File: src/rtl/hazard_unit_pkg.sv
// hazard_unit_pkg: shared pipeline widths, forwarding/FSM encodings and forward-select helper
package hazard_unit_pkg;
  localparam int REG_ADDR_W = 5;
  localparam int CNT_W = 16;
  localparam logic [1:0] FWD_RF = 2'b00;
  localparam logic [1:0] FWD_MEMWB = 2'b01;
  localparam logic [1:0] FWD_EXMEM = 2'b10;
  localparam logic [0:0] ST_RUN = 1'b0;
  localparam logic [0:0] ST_FLUSH = 1'b1;
  // Youngest producer wins; x0 is hard-wired zero and never forwards
  function automatic logic [1:0] fwd_sel(
    input logic [REG_ADDR_W-1:0] rs,
    input logic [REG_ADDR_W-1:0] exm_rd,
    input logic exm_we,
    input logic [REG_ADDR_W-1:0] mwb_rd,
    input logic mwb_we
  );
    return (exm_we && exm_rd != '0 && exm_rd == rs) ? FWD_EXMEM :
           (mwb_we && mwb_rd != '0 && mwb_rd == rs) ? FWD_MEMWB : FWD_RF;
  endfunction
endpackage

File: src/rtl/hazard_unit_sat_counter.sv
// sat_counter: saturating up-counter with synchronous clear and asynchronous reset
module sat_counter
  import hazard_unit_pkg::*;
#(
  parameter int W = CNT_W
) (
  input  logic         clk,
  input  logic         rst,
  input  logic         i_inc,
  input  logic         i_clr,
  output logic [W-1:0] o_q
);
  logic [W-1:0] r_q;
  // Clear beats increment; count sticks at all-ones
  always_ff @(posedge clk or posedge rst) begin
    if (rst) r_q <= '0;
    else if (i_clr) r_q <= '0;
    else if (i_inc && r_q != '1) r_q <= r_q + 1'b1;
  end
  assign o_q = r_q;
endmodule

File: src/rtl/hazard_unit.sv
// hazard_unit: operand forwarding, load-use stall and taken-branch flush control with perf counters
module hazard_unit
  import hazard_unit_pkg::*;
(
  input  logic                  clk,
  input  logic                  rst,
  input  logic [REG_ADDR_W-1:0] id_rs1addr,
  input  logic [REG_ADDR_W-1:0] id_rs2addr,
  input  logic [REG_ADDR_W-1:0] id_ex_rs1addr,
  input  logic [REG_ADDR_W-1:0] id_ex_rs2addr,
  input  logic [REG_ADDR_W-1:0] id_ex_rdaddr,
  input  logic                  id_ex_memread,
  input  logic                  id_ex_regwrite,
  input  logic [REG_ADDR_W-1:0] ex_mem_rdaddr,
  input  logic                  ex_mem_regwrite,
  input  logic [REG_ADDR_W-1:0] mem_wb_rdaddr,
  input  logic                  mem_wb_regwrite,
  input  logic                  branch_taken,
  input  logic                  cnt_clr,
  output logic [1:0]            fwd_a,
  output logic [1:0]            fwd_b,
  output logic                  pc_write_en,
  output logic                  if_id_write_en,
  output logic                  id_ex_bubble,
  output logic                  if_id_flush,
  output logic [CNT_W-1:0]      stall_cnt,
  output logic [CNT_W-1:0]      flush_cnt
);
  logic [0:0] r_state;
  logic w_lu, w_run, w_br, w_stall, w_fl, w_unused;
  assign w_unused = id_ex_regwrite;
  // Hazard decode; everything is gated off while reset is held so the pipeline free-runs
  always_comb begin
    w_lu = id_ex_memread && id_ex_rdaddr != '0 &&
           (id_ex_rdaddr == id_rs1addr || id_ex_rdaddr == id_rs2addr);
    w_run = !rst && r_state == ST_RUN;
    w_br = w_run && branch_taken;
    w_stall = w_run && !branch_taken && w_lu;
    w_fl = !rst && r_state == ST_FLUSH;
    pc_write_en = !w_stall;
    if_id_write_en = !w_stall;
    id_ex_bubble = w_br || w_stall || w_fl;
    if_id_flush = w_br;
    fwd_a = fwd_sel(id_ex_rs1addr, ex_mem_rdaddr, ex_mem_regwrite, mem_wb_rdaddr, mem_wb_regwrite);
    fwd_b = fwd_sel(id_ex_rs2addr, ex_mem_rdaddr, ex_mem_regwrite, mem_wb_rdaddr, mem_wb_regwrite);
  end
  // FLUSH lasts exactly one cycle after a taken branch, covering the wrong-path ID slot
  always_ff @(posedge clk or posedge rst) begin
    if (rst) r_state <= ST_RUN;
    else r_state <= w_br ? ST_FLUSH : ST_RUN;
  end
  sat_counter #(.W(CNT_W)) u_stall_cnt (
    .clk(clk), .rst(rst), .i_inc(w_stall), .i_clr(cnt_clr), .o_q(stall_cnt)
  );
  sat_counter #(.W(CNT_W)) u_flush_cnt (
    .clk(clk), .rst(rst), .i_inc(w_br), .i_clr(cnt_clr), .o_q(flush_cnt)
  );
endmodule

File: config.mk
export PLATFORM = sky130hd
export DESIGN_NAME = hazard_unit
export DESIGN_NICKNAME = d
export VERILOG_FILES = /design/src/rtl/hazard_unit_pkg.sv /design/src/rtl/hazard_unit_sat_counter.sv /design/src/rtl/hazard_unit.sv
export SDC_FILE = /design/constraint.sdc
export NUM_CORES = 1
export LEC_CHECK = 0
export ABC_AREA = 1
export CAP_MARGIN = 40
export CORE_UTILIZATION = 48
export DETAILED_ROUTE_END_ITERATION = 6
export GPL_TIMING_DRIVEN = 1
export PLACE_DENSITY = 0.85
export SETUP_SLACK_MARGIN = 0.02
export SLEW_MARGIN = 20
export SYNTH_ARGS = -nofsm -noshare
export SYNTH_HDL_FRONTEND = slang
export SYNTH_HIERARCHICAL = 1
export SYNTH_SLANG_ARGS = --single-unit
File: constraint.sdc
create_clock -name clk -period 1.77 [get_ports clk]
set_input_delay 0.177 -clock clk [delete_from_list [all_inputs] [get_ports clk]]
set_output_delay 0.177 -clock clk [all_outputs]
set_load 0.01 [all_outputs]
==> results_tabular.tex, run 1 <==
\begin{tabular}{lr}
\hline
Metric & Value \\
\hline
\multicolumn{2}{l}{\textbf{Global route}} \\
Largest net degree at the start of global routing & 17 \\
Total overflow reported by the global router & 0 \\
Overall track demand over capacity in global routing & 26.77\% \\
Number of global-route vias before repair & roughly 3000 \\
Number of antenna violations at the first check in global routing & 0 \\
Wire length of the first global-routing pass & between 10 and 15 mm \\
\multicolumn{2}{l}{\textbf{Place}} \\
Final HPWL DP & $\sim$5.8 mm \\
Buffers on Ports & between 80 and 90 \\
Routability congestion estimate from global placement & $\sim$0.9 \\
Setup Slack @ Placement & -0.2506 ns \\
\multicolumn{2}{l}{\textbf{Die}} \\
I/O pin count & between 80 and 90 \\
Die area & $\sim$0.006 sq mm \\
\# rows & 27 \\
Height of the chip & about 77 um \\
Width of the die & around 77 um \\
Initial Utilization & between 40\% and 50\% \\
Core region area & approximately 0.0055 sq mm \\
\multicolumn{2}{l}{\textbf{Timing}} \\
Final worst path period share & 94.33\% \\
Final Hold Fails & 0 \\
Fin Clk Skew & approximately 0.0098 ns \\
Relative slew margins & between 70\% and 80\% \\
Final Max Slew Viols & 0 \\
Worst Hold Margin & approximately 0.22 ns \\
Total setup violations reported at the end of the flow & 0 \\
Tightest Pin Transition & 0.4251 ns \\
Final setup TNS & 0 ns \\
Setup repair after global routing missed its margin & yes \\
Highest clock frequency the design can meet & 598.9 MHz \\
Post-route worst setup slack & roughly 0.1 ns \\
Tmin final & between 1.5 and 2 ns \\
\multicolumn{2}{l}{\textbf{Logic synthesis}} \\
Share of the synthesized area in compound gates (AO/OA/AOI/OAI) & between 1 and 1.5\% \\
Total standard cell area after synthesis & 0.002728 sq mm \\
Average footprint of a synthesized cell & $\sim$6.5 sq um \\
Share of synthesized cell area in and, or, nand and nor gates & between 40\% and 50\% \\
Fraction of synthesized cell area in xor and xnor cells & 9.633\% \\
Sequential cell area fraction in the yosys report & roughly 30\% \\
Netlist cell types & 26 \\
Post-synthesis mux area share & 0\% \\
Post-Synthesis Cells & $\sim$420 \\
Number of synthesized register bits & 33 \\
Combinational family with the most area after synthesis & simple AND/OR/NAND/NOR gates \\
Adder-cell share of the synthesized area & less than 1\% \\
Total nets after synthesis & 467 \\
Number of warning messages in the yosys log & 6 \\
\multicolumn{2}{l}{\textbf{Clock network}} \\
Clock tree from TritonCTS & done \\
Buffer levels on the longest clock path & 2 \\
Depth of the CTS H-tree & 2 \\
Number of buffers inserted during clock tree synthesis & 5 \\
Number of clock sinks seen by CTS & 33 \\
Root Buffer Master & sky130\_fd\_sc\_hd\_\_clkbuf\_8 \\
Worst skew pair latency & approximately 0.29 ns \\
Worst-path clk slew & roughly 0.070 ns \\
\multicolumn{2}{l}{\textbf{Final layout}} \\
Antenna cell count & 0 \\
Area of combinational cells with multiple inputs & $\sim$0.0017 sq mm \\
Net count, final & 569 \\
Layout area overhead & 41.97\% \\
Fill count & 456 \\
Sequential standard cell area & $\sim$830 sq um \\
Share of layout cells above drive strength 1 & a little over 10\% \\
\multicolumn{2}{l}{\textbf{Detailed routing}} \\
DRC violations left & 0 \\
Final antenna-violating net count & 0 \\
Routed wire length & about 7.6 mm \\
DR iter-0 viols & between 100 and 150 \\
Length of the first detailed-routing pass in iterations & 5 \\
Vias after detailed routing & 3055 \\
Via density & $\sim$5.1 \\
Per-cell routed wire length & about 13 um \\
Routed met1 length & $\sim$3.3 mm \\
Highest metal layer used by the detailed router & met4 \\
Detailed route wirelength on metal3 & about 510 um \\
Routed wl met2 & 3.664 mm \\
\multicolumn{2}{l}{\textbf{Power}} \\
Post-layout total power & 1.834 mW \\
Static leakage power & 2.027 nW \\
Power density over the cells & roughly 470 mW/mm\^{}2 \\
Maximum resistive drop on vdd & roughly 470 uV \\
\multicolumn{2}{l}{\textbf{Worst setup path}} \\
Type of element capturing the critical path & output pin \\
Maximum fanout along the worst path & 3 \\
Critical path start-end classification & in -> out \\
Endpoint arrival time on the critical path & about 1.5 ns \\
CP required & around 1.6 ns \\
Critical Path Source Type & primary input \\
\multicolumn{2}{l}{\textbf{Job}} \\
\# Max-Cap Violations & 0 \\
\multicolumn{2}{l}{\textbf{Outcome}} \\
Status & finished clean \\
\multicolumn{2}{l}{\textbf{Min path}} \\
Min-Delay Path Class & in -> async \\
\hline
\end{tabular}
==> placed cells by master (no fill, tap or decap), drive strengths merged <==
| cell type | Yosys | final |
|---|---|---|
| nand3b | 5 | 5 |
| inv | 51 | 51 |
| nand2 | 163 | 163 |
| bufinv | 0 | 1 |
| nor3 | 7 | 7 |
| nand3 | 29 | 29 |
| dlygate4sd2 | 0 | 12 |
| xor2 | 10 | 10 |
| buf | 7 | 21 |
| xnor2 | 20 | 20 |
| nand4 | 24 | 24 |
| clkinv | 2 | 2 |
| o21ai | 5 | 5 |
| clkbuf | 0 | 8 |
| clkdlybuf4s15 | 0 | 1 |
| a21oi | 2 | 2 |
| clkdlybuf4s50 | 0 | 59 |
| dlymetal6s2s | 0 | 8 |
| dfrtp | 33 | 33 |
| ha | 2 | 2 |
| nor2 | 62 | 62 |
==> layer usage <==
metal  global-route usage [%]  up-vias
met5                        0        -
met4                    11.32        0
met3                    5.059       10
met2                    46.73      121
met1                    32.02     1398
li1                         -     1526
==> registers in the layout (all words and copies together) (netlist names) <==
name and cells:
r_state 1, u_flush_cnt/o_q 16, u_stall_cnt/o_q 16
==> critical path: stages <==
cell,delay [ns]
sky130_fd_sc_hd__clkdlybuf4s50_1,0.49
sky130_fd_sc_hd__inv_1,0.06
sky130_fd_sc_hd__nand2_1,0.06
sky130_fd_sc_hd__nand2_1,0.06
sky130_fd_sc_hd__nor2_1,0.09
sky130_fd_sc_hd__nand3_1,0.08
sky130_fd_sc_hd__nand2_1,0.07
sky130_fd_sc_hd__nand2_2,0.06
sky130_fd_sc_hd__buf_4,0.13
sky130_fd_sc_hd__clkdlybuf4s15_1,0.22
==> through the flow <==
step | std cells | instance area [sq um] | utilization, %
floorplan | 422 | 2728 | -
global placement | 587 | 3736 | 67.85
detailed placement | 587 | 3736 | 67.85
CTS | 595 | 3835 | 69.64
global route | 597 | 3872 | 70.32
finish | 597 | 3872 | 70.32
==> final timing paths <==
kind | startpoint | to | slack (ns) | cells after the start
setup / recovery | id_rs2addr[4] | pc_write_en | 0.10 | 10
hold / removal | rst | r_state$_DFF_PP0_ | 0.22 | 3
setup reg to reg | u_flush_cnt/o_q[0]$_DFFE_PP0P_ | u_flush_cnt/o_q[7]$_DFFE_PP0P_ | 0.13 | 10
hold reg to reg | u_flush_cnt/o_q[0]$_DFFE_PP0P_ | u_flush_cnt/o_q[0]$_DFFE_PP0P_ | 0.57 | 2
max in group asynchronous | rst | u_flush_cnt/o_q[14]$_DFFE_PP0P_ | 1.18 | 4
min in group clk | u_flush_cnt/o_q[0]$_DFFE_PP0P_ | u_flush_cnt/o_q[0]$_DFFE_PP0P_ | 0.57 | 2
==> area by class of cell <==
type / count / area share, %
Sequential cell: 33 / 21.32
Multi-Input combinational cell: 329 / 42.88
Clock buffer: 7 / 2.229
Inverter: 53 / 5.137
Clock inverter: 1 / 0.7754
Tap cell: 72 / 2.326
Timing Repair Buffer: 102 / 25.33
==> repair_timing <==
item | CTS | global route
endpoints found under the setup margin | 8 | 19
gates resized for setup | 14 | 13
cloned | 0 | 0
setup buffers | 0 | 2
hold buffers | 0 | 0
pin swaps | 0 | 4
==> report_power, final <==
| group | total (mW) | switching [mW] | internal [mW] |
|---|---|---|---|
| Combinational | 0.323 | 0.156 | 0.167 |
| Clock | 0.749 | 0.290 | 0.459 |
| Sequential | 0.761 | 0.00398 | 0.757 |
| Total | 1.83 | 0.450 | 1.38 |
==> Yosys cell counts (all sizes together) <==
cell type | count | area (sq um)
nand3 | 29 | 145.1
nor3 | 7 | 45.04
xnor2 | 20 | 175.2
clkinv | 2 | 7.510
xor2 | 10 | 87.58
buf | 7 | 47.55
nor2 | 62 | 320.3
nand3b | 5 | 37.54
o21ai | 5 | 25.02
ha | 2 | 25.02
nand2 | 163 | 634.4
dfrtp | 33 | 825.8
nand4 | 24 | 150.1
inv | 51 | 191.4
a21oi | 2 | 10.01
==> cell families (layout without fill, tap and decap cells) <==
logic type	count (synthesis)	after routing
adder cells (fa/ha/maj)	2	2
buffers and inverters	60	163
XOR/XNOR	30	30
AO/OA/AOI/OAI	7	7
AND/OR/NAND/NOR	290	290
flip-flops	33	33
No activity file was read; power rests on OpenSTA's default activity.
==> run 2, diff against run 1 <==
GPL_ROUTABILITY_DRIVEN = 0   (was default)
==> results of run 2 <==
Same layout as run 1: the final DEF is identical, and so are final timing and power.
